File: src/rtl/mem_ctl_pkg.sv
// Shared definitions for the memory access controller.
//   mem_op_e    : request op codes carried on req_op
//   state_e     : controller FSM states
//   IO_PREFIX   : top two address bits that select memory-mapped IO
//   STALL_CNT_W : width of the optional stall cycle counter
package mem_ctl_pkg;

  typedef enum logic [1:0] {
    OP_FETCH   = 2'b00,
    OP_LOAD    = 2'b01,
    OP_STORE   = 2'b10,
    OP_ILLEGAL = 2'b11
  } mem_op_e;

  typedef enum logic [1:0] {
    ST_IDLE    = 2'b00,
    ST_ISSUE   = 2'b01,
    ST_CAPTURE = 2'b10,
    ST_RESP    = 2'b11
  } state_e;

  localparam logic [1:0] IO_PREFIX   = 2'b11;
  localparam int         STALL_CNT_W = 32;

  function automatic logic is_io_region(input logic [1:0] addr_top);
    return (addr_top == IO_PREFIX);
  endfunction

endpackage

File: src/rtl/memctl_stall_counter.sv
// Saturating counter of cycles in which a request waits on a busy controller.
// Ports:
//   clk   : clock
//   reset : synchronous active-high reset, clears the count
//   en    : count this cycle
//   count : current count, sticks at all-ones
module memctl_stall_counter
  import mem_ctl_pkg::*;
(
  input  logic                   clk,
  input  logic                   reset,
  input  logic                   en,
  output logic [STALL_CNT_W-1:0] count
);

  logic [STALL_CNT_W-1:0] count_q;
  logic [STALL_CNT_W-1:0] count_d;

  always_comb begin
    count_d = count_q;
    if (en && (count_q != {STALL_CNT_W{1'b1}})) begin
      count_d = count_q + 1'b1;
    end
  end

  always_ff @(posedge clk) begin
    if (reset) begin
      count_q <= '0;
    end else begin
      count_q <= count_d;
    end
  end

  assign count = count_q;

endmodule

File: src/rtl/mem_access_ctrl.sv
// Initiator side of the unified data/instruction memory port.
// Takes FETCH/LOAD/STORE requests over valid/ready, drives the memory's
// port-1 and fetch signals around its one-cycle registered read, and returns
// read data (or a store acknowledge) over a valid/ready response channel.
// Addresses with the top two bits at 2'b11 are memory-mapped IO.
//
// Ports:
//   clk, reset                      : clock, synchronous active-high reset
//   req_valid/req_ready             : request handshake (ready only in IDLE)
//   req_op/req_addr/req_wdata       : op code, address or PC, store data
//   resp_valid/resp_ready           : response handshake, held until accepted
//   resp_data/resp_err/resp_io      : read data (0 for STORE/illegal), illegal
//                                     op flag, IO-region flag
//   mem_addr/mem_wdata/mem_we       : memory port 1
//   mem_rdata                       : memory port 1 read data
//   mem_pc/mem_fetch/mem_instr      : memory instruction fetch port
//   stall_cycles (optional)         : saturating count of req_valid&&!req_ready
//
// Build option: define MEMCTL_STALL_CNT_EN to add the stall_cycles output.
module mem_access_ctrl
  import mem_ctl_pkg::*;
#(
  parameter int DATA_WIDTH = 16,
  parameter int ADDR_WIDTH = 16
) (
  input  logic                  clk,
  input  logic                  reset,
  input  logic                  req_valid,
  output logic                  req_ready,
  input  logic [1:0]            req_op,
  input  logic [ADDR_WIDTH-1:0] req_addr,
  input  logic [DATA_WIDTH-1:0] req_wdata,
  output logic                  resp_valid,
  input  logic                  resp_ready,
  output logic [DATA_WIDTH-1:0] resp_data,
  output logic                  resp_err,
  output logic                  resp_io,
  output logic [ADDR_WIDTH-1:0] mem_addr,
  output logic [DATA_WIDTH-1:0] mem_wdata,
  output logic                  mem_we,
  input  logic [DATA_WIDTH-1:0] mem_rdata,
  output logic [ADDR_WIDTH-1:0] mem_pc,
  output logic                  mem_fetch,
  input  logic [DATA_WIDTH-1:0] mem_instr
`ifdef MEMCTL_STALL_CNT_EN
  ,
  output logic [STALL_CNT_W-1:0] stall_cycles
`endif
);

  state_e                state_q,     state_d;
  mem_op_e               op_q,        op_d;
  logic [ADDR_WIDTH-1:0] mem_addr_q,  mem_addr_d;
  logic [DATA_WIDTH-1:0] mem_wdata_q, mem_wdata_d;
  logic [ADDR_WIDTH-1:0] mem_pc_q,    mem_pc_d;
  logic [DATA_WIDTH-1:0] resp_data_q, resp_data_d;
  logic                  resp_err_q,  resp_err_d;
  logic                  resp_io_q,   resp_io_d;

  always_comb begin
    state_d     = state_q;
    op_d        = op_q;
    mem_addr_d  = mem_addr_q;
    mem_wdata_d = mem_wdata_q;
    mem_pc_d    = mem_pc_q;
    resp_data_d = resp_data_q;
    resp_err_d  = resp_err_q;
    resp_io_d   = resp_io_q;

    unique case (state_q)
      ST_IDLE: begin
        // req_ready is high here, so req_valid alone completes the handshake.
        if (req_valid) begin
          op_d        = mem_op_e'(req_op);
          resp_io_d   = is_io_region(req_addr[ADDR_WIDTH-1 -: 2]);
          resp_err_d  = 1'b0;
          resp_data_d = '0;
          unique case (mem_op_e'(req_op))
            OP_FETCH: begin
              mem_pc_d = req_addr;
              state_d  = ST_ISSUE;
            end
            OP_LOAD: begin
              mem_addr_d = req_addr;
              state_d    = ST_ISSUE;
            end
            OP_STORE: begin
              mem_addr_d  = req_addr;
              mem_wdata_d = req_wdata;
              state_d     = ST_ISSUE;
            end
            default: begin
              // Illegal op: answer immediately, memory is never touched.
              resp_err_d = 1'b1;
              state_d    = ST_RESP;
            end
          endcase
        end
      end
      ST_ISSUE: begin
        // A store needs no read-back, so it skips the capture cycle.
        state_d = (op_q == OP_STORE) ? ST_RESP : ST_CAPTURE;
      end
      ST_CAPTURE: begin
        // Address/PC stay put: the memory's IO read mux decodes the live address.
        resp_data_d = (op_q == OP_FETCH) ? mem_instr : mem_rdata;
        state_d     = ST_RESP;
      end
      ST_RESP: begin
        if (resp_ready) begin
          state_d = ST_IDLE;
        end
      end
      default: state_d = ST_IDLE;
    endcase
  end

  always_ff @(posedge clk) begin
    if (reset) begin
      state_q     <= ST_IDLE;
      op_q        <= OP_FETCH;
      mem_addr_q  <= '0;
      mem_wdata_q <= '0;
      mem_pc_q    <= '0;
      resp_data_q <= '0;
      resp_err_q  <= 1'b0;
      resp_io_q   <= 1'b0;
    end else begin
      state_q     <= state_d;
      op_q        <= op_d;
      mem_addr_q  <= mem_addr_d;
      mem_wdata_q <= mem_wdata_d;
      mem_pc_q    <= mem_pc_d;
      resp_data_q <= resp_data_d;
      resp_err_q  <= resp_err_d;
      resp_io_q   <= resp_io_d;
    end
  end

  // All outputs decode registered state only.
  assign req_ready  = (state_q == ST_IDLE);
  assign resp_valid = (state_q == ST_RESP);
  assign resp_data  = resp_data_q;
  assign resp_err   = resp_err_q;
  assign resp_io    = resp_io_q;
  assign mem_addr   = mem_addr_q;
  assign mem_wdata  = mem_wdata_q;
  assign mem_pc     = mem_pc_q;
  assign mem_we     = (state_q == ST_ISSUE) && (op_q == OP_STORE);
  assign mem_fetch  = (state_q == ST_ISSUE) && (op_q == OP_FETCH);

`ifdef MEMCTL_STALL_CNT_EN
  logic stall_en;
  assign stall_en = req_valid && !req_ready;

  memctl_stall_counter u_stall_counter (
    .clk   (clk),
    .reset (reset),
    .en    (stall_en),
    .count (stall_cycles)
  );
`endif

endmodule
File: config.mk
export PLATFORM = sky130hd
export DESIGN_NAME = mem_access_ctrl
export DESIGN_NICKNAME = d
export VERILOG_FILES = /design/src/rtl/mem_ctl_pkg.sv /design/src/rtl/memctl_stall_counter.sv /design/src/rtl/mem_access_ctrl.sv
export SDC_FILE = /design/constraint.sdc
export NUM_CORES = 1
export LEC_CHECK = 0
export ABC_CLOCK_PERIOD_IN_PS = 1400
export BUFFER_PORTS_ARGS = -buffer_cell sky130_fd_sc_hd__buf_4
export CORE_MARGIN = 5
export CORE_UTILIZATION = 33
export DETAILED_ROUTE_END_ITERATION = 16
export PLACE_DENSITY = 0.69
export SLEW_MARGIN = 25
export SYNTH_ARGS = -nofsm -noshare
export SYNTH_HDL_FRONTEND = slang
export SYNTH_HIERARCHICAL = 1
export SYNTH_SLANG_ARGS = --single-unit
File: constraint.sdc
create_clock -name clk -period 1.4 [get_ports clk]
set_input_delay 0.42 -clock clk [delete_from_list [all_inputs] [get_ports clk]]
set_output_delay 0.42 -clock clk [all_outputs]
set_load 0.005 [all_outputs]
==> out/qor.txt <==
Ports -> 140
DR WL/cell -> 16.2 um
Post-route DRC -> 0
Final core occ -> 62.1%
Power Density -> 1430 nW/um2
Worst-Margin Slew -> 0.499 ns
Syn. warnings -> 6
Buf+Inv Stages, Crit Path -> 3
Fin Setup TNS -> -5.14 ns
Status -> finished, violations left
Vias per cell -> 4.93
Cts bufs inserted -> 9
Logic pwr share -> 40.0%
Pre-Repair DR Iteration Count -> 4
Layout Nets -> 548
Port bufs -> 139
Clock-pin slew on the worst setup and hold paths -> 0.07 ns
Htree depth -> 3
Post-Syn Instances -> 313
Crit Path Class -> reg2out
Synth top area share -> 49.2%
RSZ-0062 raised after global routing -> yes
Gr ovfl total -> 0
Cell area after placement -> 4060 um2
ANT nets after route -> 0
FP Rows -> 33
Psw -> 2330 uW
Startpoint types -> flop
Syn Nets -> 391
Worst Hold Class -> in2reg
CP peak stage delay -> 0.37 ns
Relative slew slack -> 66.7%
Clock Sink Count -> 70
Synth area leader -> dfxtp_1
Max-Cap Viols -> 0
IR drop worst, VDD -> 0.000704 V
All-Layer GR Usage -> 16.2%
Initial Util -> 34.3%
Failing checks -> negative setup slack
Die X-Extent -> 103 um
Clock latency on the worst-skew pair -> 0.33 ns
Post-place setup slack -> -0.0999 ns
Mean post-synth cell area -> 9.10 um2
CTS tree -> built
Number of fill cells in the layout -> 693
Via count -> 2855
Synth unique cells -> 29
#FFs+latches synth -> 70
Crit-path max FO -> 2
Final Hold Viols -> 0
Sequential power share -> 32.9%
Cell area after layout -> 5150 um2
Setup violators final -> 68
Hold buffer count at CTS -> 0
Family with the most delay on the worst path -> flip-flops
First-pass GRT wire length -> 13.5 mm
F_max -> 637 MHz
Worst path arrival time -> 1.15 ns
Largest net degree at the start of global routing -> 34
Die area -> 10600 um2
Clock Power Share -> 27.1%
Critical Path Sink Type -> output pin
Mapped Area -> 2850 um2
Leak pwr -> 0.00218 uW
CP required -> 0.98 ns
PnR worst setup slack -> -0.171 ns
Crit path cell chain -> inv_4, ha_4, nand3b_1, inv_1, buf_6
Area growth, synth to finish -> 80.8%
Share of cells above drive strength 1 -> 70.0%
Post-synthesis sequential area ratio -> 49.2%
Final hold slack -> 0.317 ns
Fin crit share -> 112%
Initial DRC count -> 68
Maximum root-to-sink buffer count -> 2
Core Box Area -> 8300 um2
Die Height -> 103 um
Top post-synthesis cells by area -> dfxtp_1, nand2_1, a21oi_1
Ant diodes -> 0
Vias in the first global route -> 2852
Post-layout min period -> 1.57 ns
Routed Wire Length -> 9.40 mm
Initial antenna violation count -> 0
Placer Congestion -> 0.717
Int Power -> 5050 uW
Slew Viols, Final -> 0
CP max stage cell -> dfxtp_4
Sw Share -> 31.6%
CTS root buf -> clkbuf_8
Hpwl dp -> 5.94 mm
Worst Skew -> 0.00864 ns
## flip-flops by register name (all words and copies together), names as in the netlist
register	flops
mem_addr	16
resp_io	1
mem_wdata	16
mem_pc	16
resp_err	1
resp_data	16
state_q	2
op_q	2
## routing by layer
layer	global-route usage (%)	vias to the layer above	share of wire [%]
met5	0	-	0
met4	5.48	0	1.8
met3	4.19	17	7.7
met2	28.6	93	52
met1	19.1	1363	39
li1	-	1382	-
## worst register-to-register path, delay by kind of cell (launching register included)
| kind | cells | cell delay [ns] |
|---|---|---|
| AO/OA/AOI/OAI | 2 | 0.37 |
| flip-flops | 1 | 0.37 |
| buffers and inverters | 5 | 0.58 |
| adder cells (fa/ha/maj) | 1 | 0.17 |
## worst paths after layout
path / startpoint / to / slack (ns) / cells past startpoint
worst max-delay path: state_q[1] / mem_we / -0.17 / 5
worst min-delay path: reset / state_q[1] / 0.32 / 2
worst max register to register: state_q[1] / resp_data[5] / -0.12 / 8
worst min register to register: mem_pc[4] / mem_pc[4] / 0.46 / 2
## layout make-up
type / instances / area, um2 / area share (%)
Clock inverter: 5 / 106 / 2.07
Tap cell: 105 / 131 / 2.55
Multi-Input combinational cell: 221 / 1930 / 37.6
Inverter: 5 / 21.3 / 0.413
Sequential cell: 70 / 1410 / 27.3
Timing Repair Buffer: 163 / 1410 / 27.4
Clock buffer: 10 / 138 / 2.67
## kinds of logic (layout without fill, tap and decap cells)
family	count (synthesis)	after routing	synth area share (%)
muxes	17	17	5.97
adders and majority gates	8	8	3.51
buffers and inverters	25	183	5.31
AOI/OAI and AO/OA	74	74	18.2
DFF	70	70	49.2
and+or+nand+nor	119	122	17.8
## metrics by stage
stage                     power (uW)  std cells
after floorplan                 3540        313
after global placement          4260        548
after detailed placement        4320        548
after CTS                       7060        576
after global routing            7750        579
final                           7380        579
## layout by cell type (no fill, tap or decap), types with 5 or more instances in the layout
cell type	instances
o2bb2ai_2	16
nand2_4	24
a21oi_1	9
and3_4	6
mux2i_1	17
ha_1	5
nand2_1	30
buf_6	9
buf_4	143
dfxtp_1	68
clkbuf_8	10
a21oi_2	45
nand2_2	46
buf_12	5
## synth_stat cells
library cell / number
clkbuf_2: 3
and2_1: 1
buf_1: 4
mux2i_1: 17
nand2b_4: 1
a311oi_1: 1
nand4_1: 1
buf_2: 4
and3_2: 3
nor2_4: 1
nand2b_1: 1
a211oi_4: 1
nor2b_1: 2
ha_1: 8
buf_8: 1
o2bb2ai_1: 6
o2bb2ai_2: 10
clkbuf_1: 1
a21oi_1: 54
inv_1: 5
dfxtp_1: 70
nand3b_2: 1
nand3b_1: 1
nand3_1: 6
nand2_1: 101
buf_4: 4
o211ai_1: 1
a41o_1: 1
buf_6: 3
## power groups by stage
stage | clock (uW) | sequential [uW] | combinational [uW]
final | 2000 | 2430 | 2950
after global routing | 2140 | 2460 | 3140
after CTS | 2050 | 2400 | 2600
after detailed placement | 0 | 2430 | 1880
after global placement | 0 | 2420 | 1840
after floorplan | 0 | 2430 | 1110
## what timing repair did
item | CTS | global route
setup endpoints to repair | 38 | 72
gates resized for setup | 48 | 135
gates cloned | 5 | 2
setup buffers | 8 | 2
pin swaps | 29 | 69
endpoints found under the hold margin | 0 | 0
Power figures use the tool's default switching activity.
